**src/rtl/fetch_unit.sv**
```systemverilog
// rtl/fetch_unit.sv - RISC-V instruction fetch stage: PC, imem req/ack, next-PC select
// Optional FETCH_MISALIGN_TRAP_EN: halt with sticky misalign on an unaligned next PC.
module fetch_unit #(
  parameter int XLEN = 32,
  parameter logic [XLEN-1:0] RESET_PC = '0
) (
  input  logic            clk,
  input  logic            rst,
  output logic            imem_req,
  output logic [XLEN-1:0] imem_addr,
  input  logic            imem_ack,
  input  logic [31:0]     imem_rdata,
  output logic [31:0]     instr,
  output logic [6:0]      op,
  output logic            instr_valid,
  input  logic            retire,
  input  logic            pc_src,
  input  logic [XLEN-1:0] imm_ext,
  output logic [XLEN-1:0] pc,
  output logic [XLEN-1:0] pc_plus4,
  output logic            misalign
);

  localparam logic [1:0] S_FETCH = 2'd0;
  localparam logic [1:0] S_EXEC  = 2'd1;
`ifdef FETCH_MISALIGN_TRAP_EN
  localparam logic [1:0] S_HALT  = 2'd2;
`endif

  localparam logic [31:0] NOP = 32'h0000_0013;

  logic [1:0]      state;
  logic [XLEN-1:0] next_pc;

  assign pc_plus4  = pc + XLEN'(4);
  assign next_pc   = pc_src ? (pc + imm_ext) : pc_plus4;
  assign imem_req  = (state == S_FETCH);
  assign imem_addr = pc;
  assign op        = instr[6:0];

`ifdef FETCH_MISALIGN_TRAP_EN
  logic misalign_q;
  assign misalign = misalign_q;
`else
  assign misalign = 1'b0;
`endif

  always_ff @(posedge clk or posedge rst) begin
    if (rst) begin
      state       <= S_FETCH;
      pc          <= RESET_PC;
      instr       <= NOP;
      instr_valid <= 1'b0;
`ifdef FETCH_MISALIGN_TRAP_EN
      misalign_q  <= 1'b0;
`endif
    end else begin
      case (state)
        S_FETCH: begin
          if (imem_ack) begin
            instr       <= imem_rdata;
            instr_valid <= 1'b1;
            state       <= S_EXEC;
          end
        end
        S_EXEC: begin
          if (retire && instr_valid) begin
            instr_valid <= 1'b0;
`ifdef FETCH_MISALIGN_TRAP_EN
            pc <= next_pc;
            if (next_pc[1:0] != 2'b00) begin
              misalign_q <= 1'b1;
              state      <= S_HALT;
            end else begin
              state <= S_FETCH;
            end
`else
            // Unaligned targets are silently word-aligned when trapping is not built in.
            pc    <= next_pc & {{(XLEN-2){1'b1}}, 2'b00};
            state <= S_FETCH;
`endif
          end
        end
        default: begin
          // HALT: everything held until reset.
        end
      endcase
    end
  end

endmodule

```
**config.mk**
```make
export PLATFORM = sky130hd
export DESIGN_NAME = fetch_unit
export DESIGN_NICKNAME = d
export VERILOG_FILES = /design/src/rtl/fetch_unit.sv
export SDC_FILE = /design/constraint.sdc
export NUM_CORES = 1
export LEC_CHECK = 0
export BUFFER_PORTS_ARGS = -buffer_cell sky130_fd_sc_hd__buf_2
export CAP_MARGIN = 40
export CORE_MARGIN = 3
export CORE_UTILIZATION = 53
export CTS_BUF_LIST = sky130_fd_sc_hd__clkbuf_4 sky130_fd_sc_hd__clkbuf_8
export DETAILED_ROUTE_END_ITERATION = 8
export HOLD_SLACK_MARGIN = 0.15
export PLACE_DENSITY = 0.86
export SLEW_MARGIN = 15
export SYNTH_ARGS = -nofsm -noshare
export SYNTH_HDL_FRONTEND = slang
export SYNTH_SLANG_ARGS = --single-unit
```
**constraint.sdc**
```tcl
create_clock -name clk -period 7.19 [get_ports clk]
set_clock_uncertainty 0.2 [all_clocks]
set_input_delay 1.438 -clock clk [delete_from_list [all_inputs] [get_ports clk]]
set_output_delay 1.438 -clock clk [all_outputs]
set_load 0.02 [all_outputs]
```
# Word-level counts from Yosys, hierarchy flattened

Cells that the tools add are included.

Input bits: 69
Bits in registers: 65
Logic and storage cells: 22

Multiplexer cells: 7
Reductions and logical operators: 6
$add $sub $neg: 2
Eq/ne operators: 3

Operator list:

| operator                                              | number |
|---|---|
| adder 32 x 3 -> 32 bit, second input constant         | 1 |
| adder 32 bit                                          | 1 |
| 2-to-1 mux 32 bit                                     | 1 |
| 2-to-1 mux 2 bit                                      | 2 |
| case mux 2 bit (2 select lines)                       | 1 |
| AND reduction 2 bit                                   | 2 |
| AND reduction 3 bit                                   | 1 |
| == test 2 x 1 -> 1 bit, second input constant         | 1 |
| zero test 2 bit                                       | 1 |
| 2-to-1 mux 1 bit                                      | 2 |
| inequality test 2 x 1 -> 1 bit, second input constant | 1 |
| inequality test 2 bit, second input constant          | 1 |
| case mux 1 bit (2 select lines)                       | 1 |
| nonzero test 2 bit                                    | 1 |
| logical AND 1 bit                                     | 1 |

# Depth between registers and ports, before layout

Gate-level depths: netlist of the first run.

Word-level depth: 3
Gate-level depth with buffers: 11
Depth with buffers taken out: 11

# Least setup slack after synthesis of the first run

OpenSTA, ideal clock, no wires.

Path kind: input port to flip-flop
From: input port imm_ext[2]
To: register pc[30], in the netlist imem_addr[30]
Data required time: 6,858 ps
Path slack: 3,085 ps
Data arrival time: 3,773 ps
Stages on the path: 11
Path buffers: 0
Cell sequence: ha_1 > fa_1 > a21o_1 > nand4_1 > a2111oi_2 > o31a_4 > o31ai_4 > o31ai_2 > o41a_1 > xnor2_1 > o21ai_1

Longest elaborated chain between the ends: 2

RTL lines:

| item                   | line | RTL |
|---|---|---|
| start: declaration     | 18   | `input logic [XLEN-1:0] imm_ext,` |
| adder 32 bit           | 36   | `assign next_pc = pc_src ? (pc + imm_ext) : pc_plus4;` |
| 2-to-1 mux 32 bit      | 36   |  |
| end signal: assignment | 79   | `pc <= next_pc & {{(XLEN-2){1'b1}}, 2'b00};` |
| end: declaration       | 19   | `output logic [XLEN-1:0] pc,` |

No other way between the ends.
A chain may end at the register's enable or synchronous reset.

# Worst setup path in the final report of the first run

From: register pc[3], in the netlist imem_addr[3]
To: output port pc_plus4[30]

Longest elaborated chain between the ends: 1

RTL lines:

| item                   | line | RTL |
|---|---|---|
| adder 32 x 3 -> 32 bit | 35   | `assign pc_plus4 = pc + XLEN'(4);` |
| end: declaration       | 20   | `output logic [XLEN-1:0] pc_plus4,` |

No other way between the ends.

==> run metrics, run 1 <==
Congestion Overflow GR 0; post-route ant nets 0; Max Fanout on Critical Path 7; # rows 35; Non-Filler Instances 874; Worst setup SP type flip-flop; sequential-to-total area share from yosys stat 0.3057; Reg clk slew, reported paths 0.07 ns; Fmax 213.9 MHz; area growth from synthesis to layout 19.02%; ANT cells 0; H-tree lvl count 3; Critical Path AT 3.04 ns; Final #Nets 840; async set-reset flop share out of synthesis 1.000; # IOs 207; largest net degree at the start of global routing 75; most common cell after layout, fill and taps aside buf_2; Worst Tran Pin Value 0.7097 ns; final setup TNS 0 ns; cts hold-fix bufs 0; die area 10980 um2; power density over the cells 445.6 nW/um2; number of global-route vias before repair 4676; drt first-iter violations 312; Fin Hold WS 0.3024 ns; CTS Sinks 63; most frequent cells in the layout buf_2, dfrtp_1, nand2_1, o21ai_0, a21oi_1; per-cell routed wire length 15.90 um; fin crit share 0.6503; Cell Area, Synth 5170 um2; CP required 5.55 ns; Filler Cells Inserted 810; Starting Density 0.5517; critical path class reg -> out; post-synthesis instance total 592; outcome finished, final reports clean; Vias/cell 5.614; Final Wtd Congestion 0.9445; Pins Over Slew Limit 0; Port Buffers 197; Placeable Area 9371 um2; cell count after placement 858; TritonRoute pass-1 iters 4; Synth Register Bits 63; worst skew pair latency 0.33 ns; # DRC 0; Post-synth EDFFs 0; multi-input logic area 3133 um2; Total GRT Usage 0.2456; RSZ-0062 raised after global routing no; initial antenna violation count 0; hold crit path type reg -> reg; CTS tree yes; YS warnings 0; DR vias 4907; min Tclk post-route 4.676 ns; postcts setup bufs 0; Finished Cell Area 6153 um2; Routed WL 13.90 mm; root buffer cell clkbuf_8; post-CTS sizing 0; crit end category output pin; Die Y-Extent 104.8 um; Reg area 1580 um2; post-synth cell types 63; endpoints failing hold 0; Final setup violation count 0; dpl hpwl 10.50 mm; syn avg cell area 8.733 um2; share of cells above drive strength 1 0.3678; placed inst area 5947 um2; Slew Limit Headroom 0.5269; Top FF cell, synth dfrtp_1; first-pass GRT wire length 22.47 mm; max capacitance violation total 0; Die X 104.8 um; maximum VDD drop 0.2609 mV; P_leak 2.984 nW; CTS Buf Count 9; CTS Buffer Depth 2
cells in the mapped netlist (4+ instances only):
cell type  number  area, um2
clkbuf_1       17      63.81
o21ai_0        50      250.2
nor2_1         37      138.9
nor4_1          5      31.28
buf_2           4      20.02
buf_4          45      337.8
mux2i_1         4      40.04
nand3_1        22      110.1
mux2_2         32      360.4
a22oi_1         4      30.03
nand4_1         7      43.79
buf_1           4      15.01
ha_1           30      375.4
nor3_1         10      50.05
nor3b_1         4      30.03
a21oi_1        43      215.2
inv_1           9      33.78
a31oi_1         5      31.28
o21bai_1        7      52.55
xnor2_1        24      210.2
a21o_1         11      82.58
and3_1         13      81.33
dfrtp_1        60       1501
o21ai_1         6      30.03
xor2_1         28      245.2
and2_1          5      31.28
nand2_1        55      206.5
registers in the layout, indices dropped and copies added, names as in the netlist:
register	flops
imem_addr	30
instr	32
instr_valid	1
per-stage QoR:
| step | setup WS, ns | utilization | total power (W) |
|---|---|---|---|
| after global routing | 2.285 | 0.6566 | 0.002943 |
| after detailed placement | 2.688 | 0.6346 | 0.002416 |
| after CTS | 2.516 | 0.6566 | 0.002746 |
| after floorplan | 3.085 | - | 0.002035 |
| after global placement | 2.754 | 0.6314 | 0.002362 |
| final | 2.514 | 0.6566 | 0.002742 |
area by class of cell:
| class | instances | area share |
|---|---|---|
| Timing Repair Buffer | 202 | 0.1688 |
| Tap cell | 129 | 0.02623 |
| Sequential cell | 63 | 0.2568 |
| Inverter | 9 | 0.005490 |
| Clock inverter | 6 | 0.01118 |
| Multi-Input combinational cell | 455 | 0.5091 |
| Clock buffer | 10 | 0.02237 |
critical path, stage by stage, from the launching register on:
cell     delay [ns]
dfrtp_1        0.49
ha_1           0.29
and3_1         0.31
and3_1         0.24
nand3_1        0.13
nor3_1         0.35
and2_1         0.27
and4_1         0.29
xor2_1         0.15
buf_2          0.18
routing by layer:
metal | share of wire | track usage | up-vias
met5 | 0 | 0 | -
met4 | 0.015 | 0.07685 | 0
met3 | 0.073 | 0.05497 | 16
met2 | 0.49 | 0.4207 | 216
met1 | 0.42 | 0.3078 | 2299
li1 | - | - | 2376
power breakdown:
part	leakage [nW]	switching [W]	internal, W
clock	0.0912	0.000146	0.000171
combinational	2.15	0.00106	0.000669
sequential	0.742	0.000216	0.000482
cells by family after synthesis:
family,after synthesis,synth area share
buf+inv,80,0.09317
compound gates,154,0.1900
other cells,1,0.0007253
simple gates,175,0.1684
fa+ha+maj,31,0.07648
xor+xnor,52,0.08809
mux,36,0.07745
flops,63,0.3057
final timing paths:
path / startpoint / endpoint / slack [ns] / depth (start not counted)
worst max-delay path: imem_addr[3]$_DFFE_PP0P_ / pc_plus4[30] / 2.51 / 9
worst max register to register: imem_addr[2]$_DFFE_PP0P_ / imem_addr[30]$_DFFE_PP0P_ / 3.70 / 11
max in group asynchronous: rst / instr[1]$_DFFE_PP1P_ / 4.86 / 3
worst min register to register: instr[13]$_DFFE_PP0P_ / instr[13]$_DFFE_PP0P_ / 0.30 / 1
min in group asynchronous: rst / imem_addr[25]$_DFFE_PP0P_ / 1.02 / 2
worst min-delay path: instr[13]$_DFFE_PP0P_ / instr[13]$_DFFE_PP0P_ / 0.30 / 1
No activity file was read; power rests on OpenSTA's default activity.
==> run 2, diff against run 1 <==
ABC_AREA = 1   (was not set)
PLACE_DENSITY = 0.84   (was 0.86)
clock period = 4.85 ns   (was 7.19 ns; I/O delays follow)
==> run 2 against run 1 <==
Compared with the run above:
- total power rose by 64%
- register-to-register slack got worse by 1.5 ns
- clock power rose by 60%
- sequential power rose by 49%
- design area rose by 16%
- critical path depth fell by 2
- synthesized cell count rose by 55%
- combinational power rose by 71%
- critical path type unchanged
- largest cell class unchanged
- largest power group unchanged
==> run metrics, run 2 <==
outcome finished, final reports clean; Slew Limit Headroom 0.6445 (+0.1176); CTS tree yes; root buffer cell clkbuf_8; # DRC 0 (unchanged); dpl hpwl 14.53 mm (+38%); RSZ-0062 raised after global routing no; H-tree lvl count 3 (unchanged); max capacitance violation total 0 (unchanged); most frequent cells in the layout nand2_1, buf_2, inv_1, nor2_1, nand3_1; post-synth cell types 45 (-29%); Synth area leader dfrtp_1; # rows 38 (+8.6%); post-route ant nets 0 (unchanged); largest net degree at the start of global routing 44 (-41%); final setup TNS 0 ns (unchanged); min Tclk post-route 3.551 ns; Final setup violation count 0 (unchanged); area growth from synthesis to layout 17.36%; P_leak 4.158 nW (+39%); syn avg cell area 6.619 um2 (-24%); Final Wtd Congestion 0.9576 (+1.4%); most instantiated cells after synthesis nand2_1, inv_1, nor2_1; met3 wire length 1.632 mm (+62%); Placeable Area 11030 um2 (+18%); Worst setup SP type flip-flop; CTS Buf Count 9 (unchanged); CTS Buffer Depth 2 (unchanged); share of cells above drive strength 1 0.2654 (-0.1023); Die Y-Extent 113.0 um (+7.9%); max FFs per register 32 (unchanged); Synth top area share 0.2474 (-0.04304); Routed WL 18.00 mm (+30%); multi-input logic area 3561 um2 (+14%); Biggest register instr; DR vias 6406 (+31%); Fmax 281.6 MHz; Congestion Overflow GR 0 (unchanged); async set-reset flop share out of synthesis 1.000 (unchanged); Cell Area, Synth 6070 um2 (+17%); critical path class reg -> out; CTS Sinks 63 (unchanged); post-synthesis instance total 917 (+55%); worst skew pair latency 0.34 ns (about the same); met2 wire len 8.147 mm (+19%); Top FF cell, synth dfrtp_1; die area 12770 um2 (+16%); most frequent cell after synthesis nand2_1; Reg clk slew, reported paths 0.07 ns (about the same); main area contributors after synthesis dfrtp_1, nand2_1, inv_1; fin crit share 0.7323; postcts setup bufs 0 (unchanged); power density over the cells 630.1 nW/um2 (+41%); # IOs 207 (unchanged); Total GRT Usage 0.2782 (+0.03256); post-CTS sizing 0 (unchanged); Starting Density 0.5502 (-0.001419); Pins Over Slew Limit 0 (unchanged); number of global-route vias before repair 5770 (+23%); endpoints failing hold 0 (unchanged); first-pass GRT wire length 28.57 mm (+27%); Post-synth EDFFs 0 (unchanged); cts hold-fix bufs 0 (unchanged); ANT cells 0 (unchanged); sequential-to-total area share from yosys stat 0.2604 (-0.04530); highest metal used met4; Critical Path AT 2.38 ns (-0.66 ns); CP required 3.68 ns (-1.87 ns); Die X 113.0 um (+7.9%); hold crit path type in -> async; YS warnings 0 (unchanged); Reg area 1580 um2 (unchanged); Worst Tran Pin Value 0.5320 ns (-0.1777 ns); per-cell routed wire length 14.69 um (-7.6%); maximum VDD drop 0.4184 mV (+60%); Filler Cells Inserted 1033 (+28%); TritonRoute pass-1 iters 5 (+1); Final #Nets 1180 (+40%); DRT met1 WL 7.588 mm (+30%); drt first-iter violations 586 (+88%); Port Buffers 197 (unchanged); Max Fanout on Critical Path 7 (unchanged); crit end category output pin; Synth Register Bits 63 (unchanged); most common cell after layout, fill and taps aside nand2_1; initial antenna violation count 0 (unchanged); total power draw 0.004488 W (+64%); Vias/cell 5.229 (-6.9%)
==> run 2: power by group <==
| part | internal, W | switching [W] |
|---|---|---|
| clock | 0.000290 | 0.000216 |
| sequential | 0.000705 | 0.000330 |
| combinational | 0.000989 | 0.00196 |
| total | 0.00198 | 0.00250 |
==> run 2: cells by family (layout without fill, tap and decap cells) <==
| family | count (synthesis) | in the layout | share of synthesized area |
|---|---|---|---|
| simple gates | 504 | 504 | 0.3628 |
| buf+inv | 199 | 361 | 0.1567 |
| compound gates | 65 | 65 | 0.06329 |
| flops | 63 | 63 | 0.2604 |
| other cells | 1 | 7 | 0.0006178 |
| xor+xnor | 22 | 22 | 0.03175 |
| fa+ha+maj | 31 | 31 | 0.06514 |
| mux | 32 | 32 | 0.05937 |
==> run 2: cell type report <==
| class | count | share of cell area |
|---|---|---|
| clock buffers | 9 | 0.01739 |
| well taps | 140 | 0.02459 |
| multi-input cells | 661 | 0.4999 |
| inverters | 141 | 0.07430 |
| clock inverters | 7 | 0.01335 |
| repair buffers | 204 | 0.1486 |
| flip-flops and latches | 63 | 0.2219 |
==> run 2: metal layers <==
| layer | track usage | vias up |
|---|---|---|
| li1 | - | 3164 |
| met1 | 0.3819 | 2879 |
| met2 | 0.4447 | 313 |
| met3 | 0.04652 | 50 |
| met4 | 0.09776 | 0 |
| met5 | 0 | - |
==> run 2: through the flow <==
step	hold slack [ns]	std cells	setup WS (ns)	instance area [um2]	utilization
finish	0.2892	1225	1.299	7123	0.6458
global route	0.2776	1225	1.189	7123	0.6458
CTS	0.3032	1224	1.337	7103	0.6439
detailed placement	0.2870	1208	1.728	6884	0.6241
global placement	0.2813	1207	1.737	6869	0.6227
floorplan	0.4353	923	1.949	6092	-
==> run 2: worst max-delay path: stages, from the launching register on <==
cell and delay, ns:
dfrtp_1 0.55, ha_1 0.36, nand3_2 0.19, inv_2 0.14, nand2_2 0.10, nor2_2 0.22, xor2_1 0.26, buf_2 0.21
==> run 2: final timing paths <==
path | start | endpoint | slack, ns | cells after the start
worst max register to register | imem_addr[2]$_DFFE_PP0P_ | imem_addr[24]$_DFFE_PP0P_ | 2.18 | 12
worst max-delay path | imem_addr[3]$_DFFE_PP0P_ | pc_plus4[12] | 1.30 | 7
worst min register to register | instr[21]$_DFFE_PP0P_ | instr[21]$_DFFE_PP0P_ | 0.30 | 1
worst min-delay path | rst | instr[21]$_DFFE_PP0P_ | 0.29 | 2
max in group asynchronous | rst | imem_addr[20]$_DFFE_PP0P_ | 3.35 | 4
min in group clk | instr[21]$_DFFE_PP0P_ | instr[21]$_DFFE_PP0P_ | 0.30 | 1
